`src/rtl/serdes_pkg.sv`:
```
// Shared serdes definitions: word geometry, length codes and
// the deserializer state encoding.
package serdes_pkg;

  localparam int DATA_W = 16;
  localparam int MOD_W  = $clog2(DATA_W);

  typedef logic [MOD_W-1:0] mod_t;

  typedef enum logic {
    IDLE,
    RECV
  } deser_state_t;

  function automatic mod_t len2mod(input int unsigned len);
    return mod_t'(len % DATA_W);
  endfunction

endpackage

```
`src/rtl/deserializer.sv`:
```
// Serial-to-parallel receiver: MSB-first bits are written by index
// into a word register; full or terminated runs are reported with a length code.
module deserializer #(
  parameter int DATA_W  = serdes_pkg::DATA_W,
  parameter int MOD_W   = $clog2(DATA_W),
  parameter int MIN_LEN = 1
) (
  input  logic              clk_i,
  input  logic              srst_i,
  input  logic              data_i,
  input  logic              data_val_i,
  output logic [DATA_W-1:0] deser_data_o,
  output logic [MOD_W-1:0]  deser_mod_o,
  output logic              deser_data_val_o,
  output logic              busy_o
);

  import serdes_pkg::*;

  localparam logic [MOD_W-1:0] LAST  = MOD_W'(DATA_W - 1);
  localparam logic [MOD_W:0]   MIN_L = (MOD_W + 1)'(MIN_LEN);

  deser_state_t      state;
  deser_state_t      state_nxt;
  logic [MOD_W-1:0]  cnt;
  logic [MOD_W-1:0]  idx;
  logic [DATA_W-1:0] sr;
  logic [DATA_W-1:0] sr_nxt;
  logic              last_bit;
  logic              run_end;
  logic              emit;

  // FSM state register
  always_ff @(posedge clk_i) begin
    if (srst_i) state <= IDLE;
    else        state <= state_nxt;
  end

  // Next state: a run ends on val drop or on the last bit of a word
  always_comb begin
    state_nxt = state;
    unique case (state)
      IDLE: if (data_val_i) state_nxt = RECV;
      RECV: if (!data_val_i || cnt == LAST) state_nxt = IDLE;
    endcase
  end

  // Decode: write index, word completion and next word contents
  always_comb begin
    idx      = LAST - cnt;
    last_bit = (state == RECV) && data_val_i && (cnt == LAST);
    run_end  = (state == RECV) && !data_val_i;
    emit     = last_bit || (run_end && ({1'b0, cnt} >= MIN_L));
    sr_nxt   = sr;
    if (data_val_i) begin
      if (state == IDLE) begin
        sr_nxt           = '0;
        sr_nxt[DATA_W-1] = data_i;
      end else begin
        sr_nxt[idx] = data_i;
      end
    end
  end

  // Bit counter wraps to zero on a full word; busy tracks it
  always_ff @(posedge clk_i) begin
    if (srst_i) begin
      cnt    <= '0;
      busy_o <= 1'b0;
    end else if (data_val_i) begin
      cnt    <= cnt + 1'b1;
      busy_o <= (cnt != LAST);
    end else begin
      cnt    <= '0;
      busy_o <= 1'b0;
    end
  end

  // Word register under assembly
  always_ff @(posedge clk_i) begin
    if (srst_i) sr <= '0;
    else        sr <= sr_nxt;
  end

  // Output register, loaded only on completion so it holds otherwise
  always_ff @(posedge clk_i) begin
    if (srst_i) begin
      deser_data_o     <= '0;
      deser_mod_o      <= '0;
      deser_data_val_o <= 1'b0;
    end else begin
      deser_data_val_o <= emit;
      if (emit) begin
        deser_data_o <= sr_nxt;
        deser_mod_o  <= last_bit ? '0 : cnt;
      end
    end
  end

endmodule

```
`config.mk`:
```
export PLATFORM = sky130hd
export DESIGN_NAME = deserializer
export DESIGN_NICKNAME = d
export VERILOG_FILES = /design/src/rtl/serdes_pkg.sv /design/src/rtl/deserializer.sv
export SDC_FILE = /design/constraint.sdc
export NUM_CORES = 1
export LEC_CHECK = 0
export CELL_PAD_IN_SITES_DETAIL_PLACEMENT = 0
export CELL_PAD_IN_SITES_GLOBAL_PLACEMENT = 1
export CORE_UTILIZATION = 44
export DETAILED_ROUTE_END_ITERATION = 8
export GPL_TIMING_DRIVEN = 0
export PLACE_DENSITY_LB_ADDON = 0.1
export SYNTH_ARGS = -nofsm -noshare
export SYNTH_HDL_FRONTEND = slang
export SYNTH_SLANG_ARGS = --single-unit
export TNS_END_PERCENT = 5
```
`constraint.sdc`:
```
create_clock -name clk_i -period 3.8 [get_ports clk_i]
set_input_delay 0.76 -clock clk_i [delete_from_list [all_inputs] [get_ports clk_i]]
set_output_delay 0.76 -clock clk_i [all_outputs]
set_load 0.01 [all_outputs]
```
== Word-level counts from Yosys, hierarchy flattened ==
Index checks and enable logic that the tools add are counted.

* Register bits: 43
* Input port bits: 4
* Output and inout bits: 22

* Add/subtract/negate cells: 2
* Magnitude comparators: 3
* Equal/unequal tests: 2
* Multiplexer cells: 9
* Bitwise operators: 2
* Reductions and logical operators: 9

{| class="wikitable"
|+ Operators with widths
! operator !! number
|-
| $mux W16 || 2
|-
| $bwmux W16 || 1
|-
| $ge A4 B1 Y1 const B || 2
|-
| $logic_and A1 B1 Y1 || 5
|-
| $lt A4 B5 Y1 const B || 1
|-
| $add A4 B1 Y4 const B || 1
|-
| $demux W1 S4 || 1
|-
| $eq A4 B4 Y1 const B || 1
|-
| $mux W4 || 1
|-
| $ne A4 B4 Y1 const B || 1
|-
| $sub A4 B4 Y4 const A || 1
|-
| $mux W1 || 3
|-
| $logic_or A1 B1 Y1 || 2
|-
| $not A1 Y1 || 2
|-
| $pmux W1 S2 || 1
|-
| $reduce_or A2 Y1 || 1
|-
| $logic_not A1 Y1 || 1
|}

== Logic depth before layout (Yosys ltp) ==
Gate-level depths: netlist of the first run.

* Depth after elaboration: 8
* Mapped depth: 7
* Mapped depth without buffers: 6

== Least setup slack after synthesis of the first run ==
Ideal clock, no wire load.

* Kind: input-to-reg
* Start: input port data_val_i
* End: register deser_data_o[1]
* Library setup time: 0.146 ns
* Data arrival time: 1.563 ns
* Data required time: 3.654 ns
* Slack: 2.091 ns
* Stages: 5
* Path buffers: 2
* Cells stage by stage: buf_4 > clkbuf_1 > nand3_1 > a31oi_1 > a211oi_2

* Word-level cells in the longest chain between the ends: 4
* Elaborated cells on any way between the ends: 7

{| class="wikitable"
|+ Ends and longest elaborated chain
! what !! RTL line !! text
|-
| start, declared || deserializer.sv:11 || <nowiki>input logic data_val_i,</nowiki>
|-
| $logic_not A1 Y1 || deserializer.sv:52 || <nowiki>run_end = (state == RECV) && !data_val_i;</nowiki>
|-
| $logic_and A1 B1 Y1 || deserializer.sv:52 ||
|-
| $logic_and A1 B1 Y1 || deserializer.sv:53 || <nowiki>emit = last_bit || (run_end && ({1'b0, cnt} >= MIN_L));</nowiki>
|-
| $logic_or A1 B1 Y1 || deserializer.sv:53 ||
|-
| end signal, assigned || deserializer.sv:94 || <nowiki>deser_data_o <= sr_nxt;</nowiki>
|-
| end, declared || deserializer.sv:12 || <nowiki>output logic [DATA_W-1:0] deser_data_o,</nowiki>
|}

Parallel ways exist; a longest one is shown, timed or not.
A chain may end at the register's enable or synchronous reset.

== Final worst setup path of the first run ==
* Start: input port data_val_i
* End: register deser_data_o[7]

The elaborated chain is that of the path after synthesis.

==> results by group, run 1 <==
Outcome
  – Status: complete, no violations

Clock network
  – CTS max path bufs: 2
  – Num Clock Sinks: 43
  – Clock Pin Slew Worst Setup and Hold Paths: 0.08 ns
  – Num CTS Buffers: 5
  – TritonCTS clock tree: built
  – Setup bufs post-CTS: 0
  – CTS Root Cell: clkbuf_8
  – Skew-Pair Late Insertion Delay: about 0.30 ns
  – H-tree depth: 2
  – Post-cts resize count: 0
  – # hold bufs at CTS: 0

Critical path
  – CP startpoint: data_val_i
  – CP peak stage delay: 0.52 ns
  – Crit path max-delay family: buffers and inverters
  – Critical Path End: deser_data_o[7]$_SDFFE_PP0P_
  – Worst r2r dst: deser_data_o[15]$_SDFFE_PP0P_
  – Crit path depth: 6
  – Worst r2r src: cnt[0]$_SDFF_PP0_
  – Critical Path, Cell by Cell: clkdlybuf4s50_1, buf_4, clkbuf_1, nand3_1, a31oi_1, a211oi_2
  – Worst Reg2Reg Path Length in Cells: 6
  – Worst EP required: slightly below 4 ns
  – Worst path arrival time: around 2.4 ns
  – CP max-delay cell: clkdlybuf4s50_1
  – CP Capture Type: flop
  – Worst Setup Start Kind: input port
  – Critical path type: input port to flop
  – R2r setup slk: 1.95 ns
  – CP bufs+invs: 3
  – Critical Path Fanout Max: 10

Floorplanning
  – Io pins: 26
  – Die Y: ~69 um
  – Die ar.: 4730 um2
  – Starting Density: between 40% and 50%
  – Row count: 23
  – Die X: approximately 69 um
  – Core box area: ~4100 um2

Routing
  – Final wirelength: 4720 um
  – 1st-pass router iterations: 4
  – Routed Antenna Nets: 0
  – Initial drt markers: 81
  – Routed WL per cell: between 15 and 20 um
  – Vias: roughly 1600
  – DRC: 0
  – Post-DR vias/cell: 5.46

Power and ir drop
  – Cell Int Power: 0.000623 W
  – Sw Ratio: between 20% and 30%
  – Worst VDD drop: about 0.22 mV
  – Static Leak: slightly above 0.8 nW
  – Switching pwr: ~0.00021 W
  – Pwr Density: ~350 nW/um2
  – Logic gate share of total power: 10.2%
  – Clock share of power: approximately a third
  – Sequential Power Share: between 50% and 60%

Layout
  – Area added between synthesis and finish: 19.6%
  – Layout cells sized above 1: ~18%
  – Nets: roughly 250
  – Antenna cells: 0
  – Filler cells: approximately 390

Timing
  – Slew HR: between 40% and 50%
  – Slew @ Worst Pin: just over 0.8 ns
  – Period utilization: ~60%
  – Final setup vio count: 0
  – Slew Limit Fails: 0
  – Fin crit period: 2.28 ns
  – Fin. Hold Viols: 0
  – Unrepaired setup endpoints after global routing: false
  – Fmax: 438 MHz
  – Clock skew: around 0.0064 ns
  – Min Hold Slack: around 0.50 ns
  – Total negative setup slack: 0 ns

Place
  – I/O Buffers: 24
  – Post-DP HPWL: roughly 3200 um
  – Placer congestion estimate: between 0.8 and 0.9

GRT
  – First-pass GRT wire length: around 7600 um
  – Largest net degree at the start of global routing: 13
  – Tot GR Track Use: approximately 23%
  – Overflow left after global routing: 0
  – Initial antenna violation count: 0
  – Vias in the first global route: 1536

Synthesis
  – Avg Cell Area, Syn: around 9.5 um2
  – Post-synth ARST share: 0%
  – Net Count, Synth: approximately 220
  – Post-synth top area share: 43.8%
  – Synth Flop Type: dfxtp_1
  – Top cells by area, synth: dfxtp_1, a211oi_2, nor2_1
  – Yosys warnings: 0
  – Gate count after technology mapping: 206
  – Mapped cell area: about 2000 um2
  – Register bit total from synthesis: 43
  – Unique masters post-synth: 39
  – Sequential fraction of the synthesis area: between 40% and 50%
  – Dominant cell type by area after synthesis: dfxtp_1
  – Post-synth EDFFs: 0

Worst hold path
  – Hold Path Class: flop to flop

Run
  – Max Cap Violations: 0
[power by group through the flow]
stage	Sequential (W)	Combinational, W	Clock [W]
finish	0.000465	0.0000844	0.000282
detailed placement	0.000476	0.0000841	0
global placement	0.000475	0.0000837	0
CTS	0.000465	0.0000848	0.000288
floorplan	0.000478	0.0000498	0
global route	0.000466	0.0000922	0.000307
[kinds of logic after synthesis]
kind of cell | synth area share [%]
buf+inv | 6.82
flops | 43.8
mux | 3.06
compound gates | 17.4
xor+xnor | 0.892
fa+ha+maj | 3.19
simple gates | 24.8
[state kept, by name (all words and copies together), names as in the netlist]
name              cells
deser_data_o         16
sr                   16
cnt                   4
deser_mod_o           4
busy_o                1
deser_data_val_o      1
state                 1
[through the flow]
step,area (um2),setup WS (ns),util (%),power (W),cells
2_1_floorplan,1960,2.09,-,0.000528,206
3_3_place_gp,2270,1.26,54.7,0.000559,280
3_5_place_dp,2270,1.25,54.7,0.000560,280
4_1_cts,2350,1.57,56.6,0.000838,288
5_1_grt,2350,1.40,56.6,0.000865,288
6_report,2350,1.52,56.6,0.000831,288
[worst min path at each step]
stage / from / endpoint / depth (start not counted) / slack, ns
after detailed placement: deser_mod_o[0]$_SDFFE_PP0P_ / deser_mod_o[0]$_SDFFE_PP0P_ / 2 / 0.49
after global routing: deser_mod_o[0]$_SDFFE_PP0P_ / deser_mod_o[0]$_SDFFE_PP0P_ / 2 / 0.52
after floorplan: cnt[0]$_SDFF_PP0_ / cnt[0]$_SDFF_PP0_ / 1 / 0.47
final: deser_mod_o[0]$_SDFFE_PP0P_ / deser_mod_o[0]$_SDFFE_PP0P_ / 2 / 0.50
after global placement: deser_mod_o[0]$_SDFFE_PP0P_ / deser_mod_o[0]$_SDFFE_PP0P_ / 2 / 0.47
after CTS: deser_mod_o[0]$_SDFFE_PP0P_ / deser_mod_o[0]$_SDFFE_PP0P_ / 2 / 0.50
[cell usage after synthesis (5+ instances only)]
| cell type | n |
|---|---|
| dfxtp_1 | 43 |
| nor2_1 | 36 |
| a211oi_2 | 14 |
| nand3_1 | 14 |
| a31oi_1 | 9 |
| inv_1 | 7 |
| mux2i_1 | 6 |
| nand2b_1 | 6 |
| nor2_2 | 6 |
| nor2b_1 | 6 |
| nor3_1 | 6 |
| a32oi_1 | 5 |
| ha_1 | 5 |
[final cells by class]
cell class	count	area [um2]	area share, %
Clock inverter	1	5.00	0.213
Clock buffer	7	76.3	3.25
Multi-Input combinational cell	140	968	41.3
Buffer	15	104	4.42
Timing Repair Buffer	24	240	10.2
Tap cell	50	62.6	2.67
Inverter	8	30.0	1.28
Sequential cell	43	861	36.7
[worst reg2reg max path: stages, from the launching register on]
cell and delay [ns]:
dfxtp_1 0.47, ha_1 0.38, nand4_2 0.20, o22ai_4 0.22
buf_6 0.20, mux2i_1 0.19, nor2b_1 0.14
[per-layer routing]
| layer | vias up | track usage, % | wire length, um |
|---|---|---|---|
| li1 | 785 | - | - |
| met1 | 745 | 30.2 | 2300 |
| met2 | 39 | 36.2 | 2130 |
| met3 | 4 | 5.43 | 233 |
| met4 | 0 | 6.89 | 55 |
| met5 | - | 0 | 0 |
[layout by cell type, fill, tap and decap left out, types with 5 or more instances in the layout]
cell	n
dfxtp_1	43
nor2_2	6
nand3_1	14
clkdlybuf4s50_1	24
a211oi_2	14
clkbuf_8	5
mux2i_1	6
nand2b_1	6
nor2_1	36
inv_1	7
ha_1	5
clkbuf_1	6
a31oi_1	9
nor3_1	6
a32oi_1	5
nor2b_1	6
(Power assumes the default switching activity.)
==> run 2, diff against run 1 <==
--- a/config.mk
+++ b/config.mk
@@ -7,7 +7,7 @@
 export LEC_CHECK = 0
 export CELL_PAD_IN_SITES_DETAIL_PLACEMENT = 0
 export CELL_PAD_IN_SITES_GLOBAL_PLACEMENT = 1
-export CORE_UTILIZATION = 44
+export CORE_UTILIZATION = 41
 export DETAILED_ROUTE_END_ITERATION = 8
 export GPL_TIMING_DRIVEN = 0
 export PLACE_DENSITY_LB_ADDON = 0.1
==> constraint.sdc (replaced) <==
create_clock -name clk_i -period 2.26 [get_ports clk_i]
set_input_delay 0.452 -clock clk_i [delete_from_list [all_inputs] [get_ports clk_i]]
set_output_delay 0.452 -clock clk_i [all_outputs]
set_load 0.01 [all_outputs]
==> run 2 against run 1 <==
The flow now finishes with violations (design-rule violations). Sequential share of layout area is 0.52 points lower. Global-route usage is 1.8 points lower. Non-clock buffer count stayed put. Highest routed layer unchanged.
==> results by group, run 2 (synthesis results as in run 1) <==
Timing
  – Slew Limit Fails: 0 (unchanged)
  – Slew HR: 51.8% (+7.1 points)
  – Fin crit period: about 1.9 ns
  – Unrepaired setup endpoints after global routing: false
  – Total negative setup slack: 0 ns (unchanged)
  – Clock skew: 0.00791 ns (+0.00151 ns)
  – Min Hold Slack: 0.493 ns (-0.00663 ns)
  – Final setup vio count: 0 (unchanged)
  – Fmax: approximately 500 MHz
  – Period utilization: 86.0%
  – Slew @ Worst Pin: 0.714 ns (-0.116 ns)
  – Fin. Hold Viols: 0 (unchanged)

Clock network
  – Num Clock Sinks: 43 (unchanged)
  – CTS Root Cell: clkbuf_8
  – Setup bufs post-CTS: 0 (unchanged)
  – CTS max path bufs: 2 (unchanged)
  – Num CTS Buffers: 5 (unchanged)
  – H-tree depth: 2 (unchanged)
  – TritonCTS clock tree: built
  – Post-cts resize count: 0 (unchanged)
  – Skew-Pair Late Insertion Delay: 0.30 ns (about the same)
  – Clock Pin Slew Worst Setup and Hold Paths: 0.08 ns (about the same)
  – # hold bufs at CTS: 0 (unchanged)

GRT
  – Overflow left after global routing: 0 (unchanged)
  – Initial antenna violation count: 0 (unchanged)
  – First-pass GRT wire length: 8080 um (+6.0%)
  – Tot GR Track Use: 20.9% (-1.8 points)
  – Largest net degree at the start of global routing: 15 (+2)
  – Vias in the first global route: 1536 (unchanged)

Routing
  – 1st-pass router iterations: 6 (+2)
  – DRC: 1 (+1)
  – Routed Antenna Nets: 0 (unchanged)
  – Final wirelength: 4790 um (+1.4%)
  – Post-DR vias/cell: 5.53 (+1.3%)
  – Routed WL per cell: 16.5 um (+0.68%)
  – Vias: 1604 (+2.0%)
  – Initial drt markers: 120 (+48%)

Critical path
  – Worst EP required: 2.44 ns (-1.51 ns)
  – Worst r2r src: cnt[0]$_SDFF_PP0_
  – Critical Path Fanout Max: 7 (-3)
  – CP Capture Type: flop
  – Critical path type: flop to flop
  – Worst path arrival time: 2.12 ns (-0.32 ns)
  – Worst Setup Start Kind: flop
  – CP startpoint: cnt[0]$_SDFF_PP0_

Layout
  – Most frequent cells in the layout: dfxtp_1, nor2_1, clkdlybuf4s50_1
  – Biggest regs: deser_data_o (16), sr (16)
  – Commonest non-fill, non-tap cell in the layout: dfxtp_1
  – Area added between synthesis and finish: 21.3%
  – Filler cells: 413 (+7.3%)
  – Antenna cells: 0 (unchanged)
  – Nets: 246 (unchanged)
  – Layout cells sized above 1: 18.5% (+0.84 points)

Floorplanning
  – Starting Density: 43.9% (-3.5 points)
  – Die ar.: 5070 um2 (+7.1%)
  – Die X: 71.2 um (+3.5%)
  – Row count: 24 (+4.3%)
  – Core box area: 4470 um2 (+8.0%)
  – Io pins: 26 (unchanged)
  – Die Y: 71.2 um (+3.5%)

Outcome
  – Failing checks: design-rule violations
  – Status: finished with violations

Place
  – Post-DP HPWL: 3460 um (+7.1%)
  – Placer congestion estimate: 0.857 (about the same)
  – I/O Buffers: 24 (unchanged)

Power and ir drop
  – Worst VDD drop: 0.438 mV (+100%)
  – Static Leak: 0.832 nW (+1.9%)
  – Pwr Density: 638 nW/um2 (+80%)

Run
  – Max Cap Violations: 0 (unchanged)

Worst hold path
  – Worst Min Path Start: srst_i
  – Hold Path Class: input port to flop
run 2: per-layer routing:
metal	routed length [um]	up-vias	part of all wire (%)	track usage, %
met4	97	0	2.0	7.78
li1	-	788	-	-
met5	0	-	0	0
met1	2250	763	47	29.6
met3	268	6	5.6	4.27
met2	2170	47	45	31.1
run 2: critical path, cell delays in order (launching register included):
cell and delay (ns):
dfxtp_1 0.39, inv_1 0.12, ha_1 0.28, nand2b_1 0.12, o311ai_0 0.62, mux2i_1 0.14
nor2b_1 0.16
run 2: layout make-up:
cell class / count / area, um2 / share of cell area (%)
Inverter: 8 / 30.0 / 1.26
Sequential cell: 43 / 861 / 36.2
Clock inverter: 3 / 43.8 / 1.84
Timing Repair Buffer: 24 / 240 / 10.1
Multi-Input combinational cell: 140 / 968 / 40.7
Tap cell: 52 / 65.1 / 2.73
Clock buffer: 5 / 68.8 / 2.89
Buffer: 15 / 104 / 4.36
run 2: worst paths after layout:
| kind | cells past startpoint | slack, ns | end |
|---|---|---|---|
| max | 6 | 0.32 | deser_data_o[15]$_SDFFE_PP0P_ |
| min | 2 | 0.49 | deser_data_val_o$_SDFF_PP0_ |
| max reg2reg | 6 | 0.32 | deser_data_o[15]$_SDFFE_PP0P_ |
| min reg2reg | 2 | 0.51 | deser_mod_o[1]$_SDFFE_PP0P_ |
run 2: through the flow:
| stage | cell area (um2) | instances | util, % | total power [W] | setup slack [ns] |
|---|---|---|---|---|---|
| 4_1_cts | 2380 | 290 | 53.2 | 0.00154 | 0.344 |
| 3_5_place_dp | 2270 | 282 | 50.7 | 0.000941 | 0.0235 |
| 6_report | 2380 | 290 | 53.2 | 0.00152 | 0.317 |
| 5_1_grt | 2380 | 290 | 53.2 | 0.00158 | 0.199 |
| 2_1_floorplan | 1960 | 206 | - | 0.000888 | 0.656 |
| 3_3_place_gp | 2270 | 282 | 50.7 | 0.000937 | 0.0428 |
run 2: power by group:
part	internal, W	switching (W)
combinational	0.0000574	0.0000835
sequential	0.000772	0.0000104
clock	0.000329	0.000266
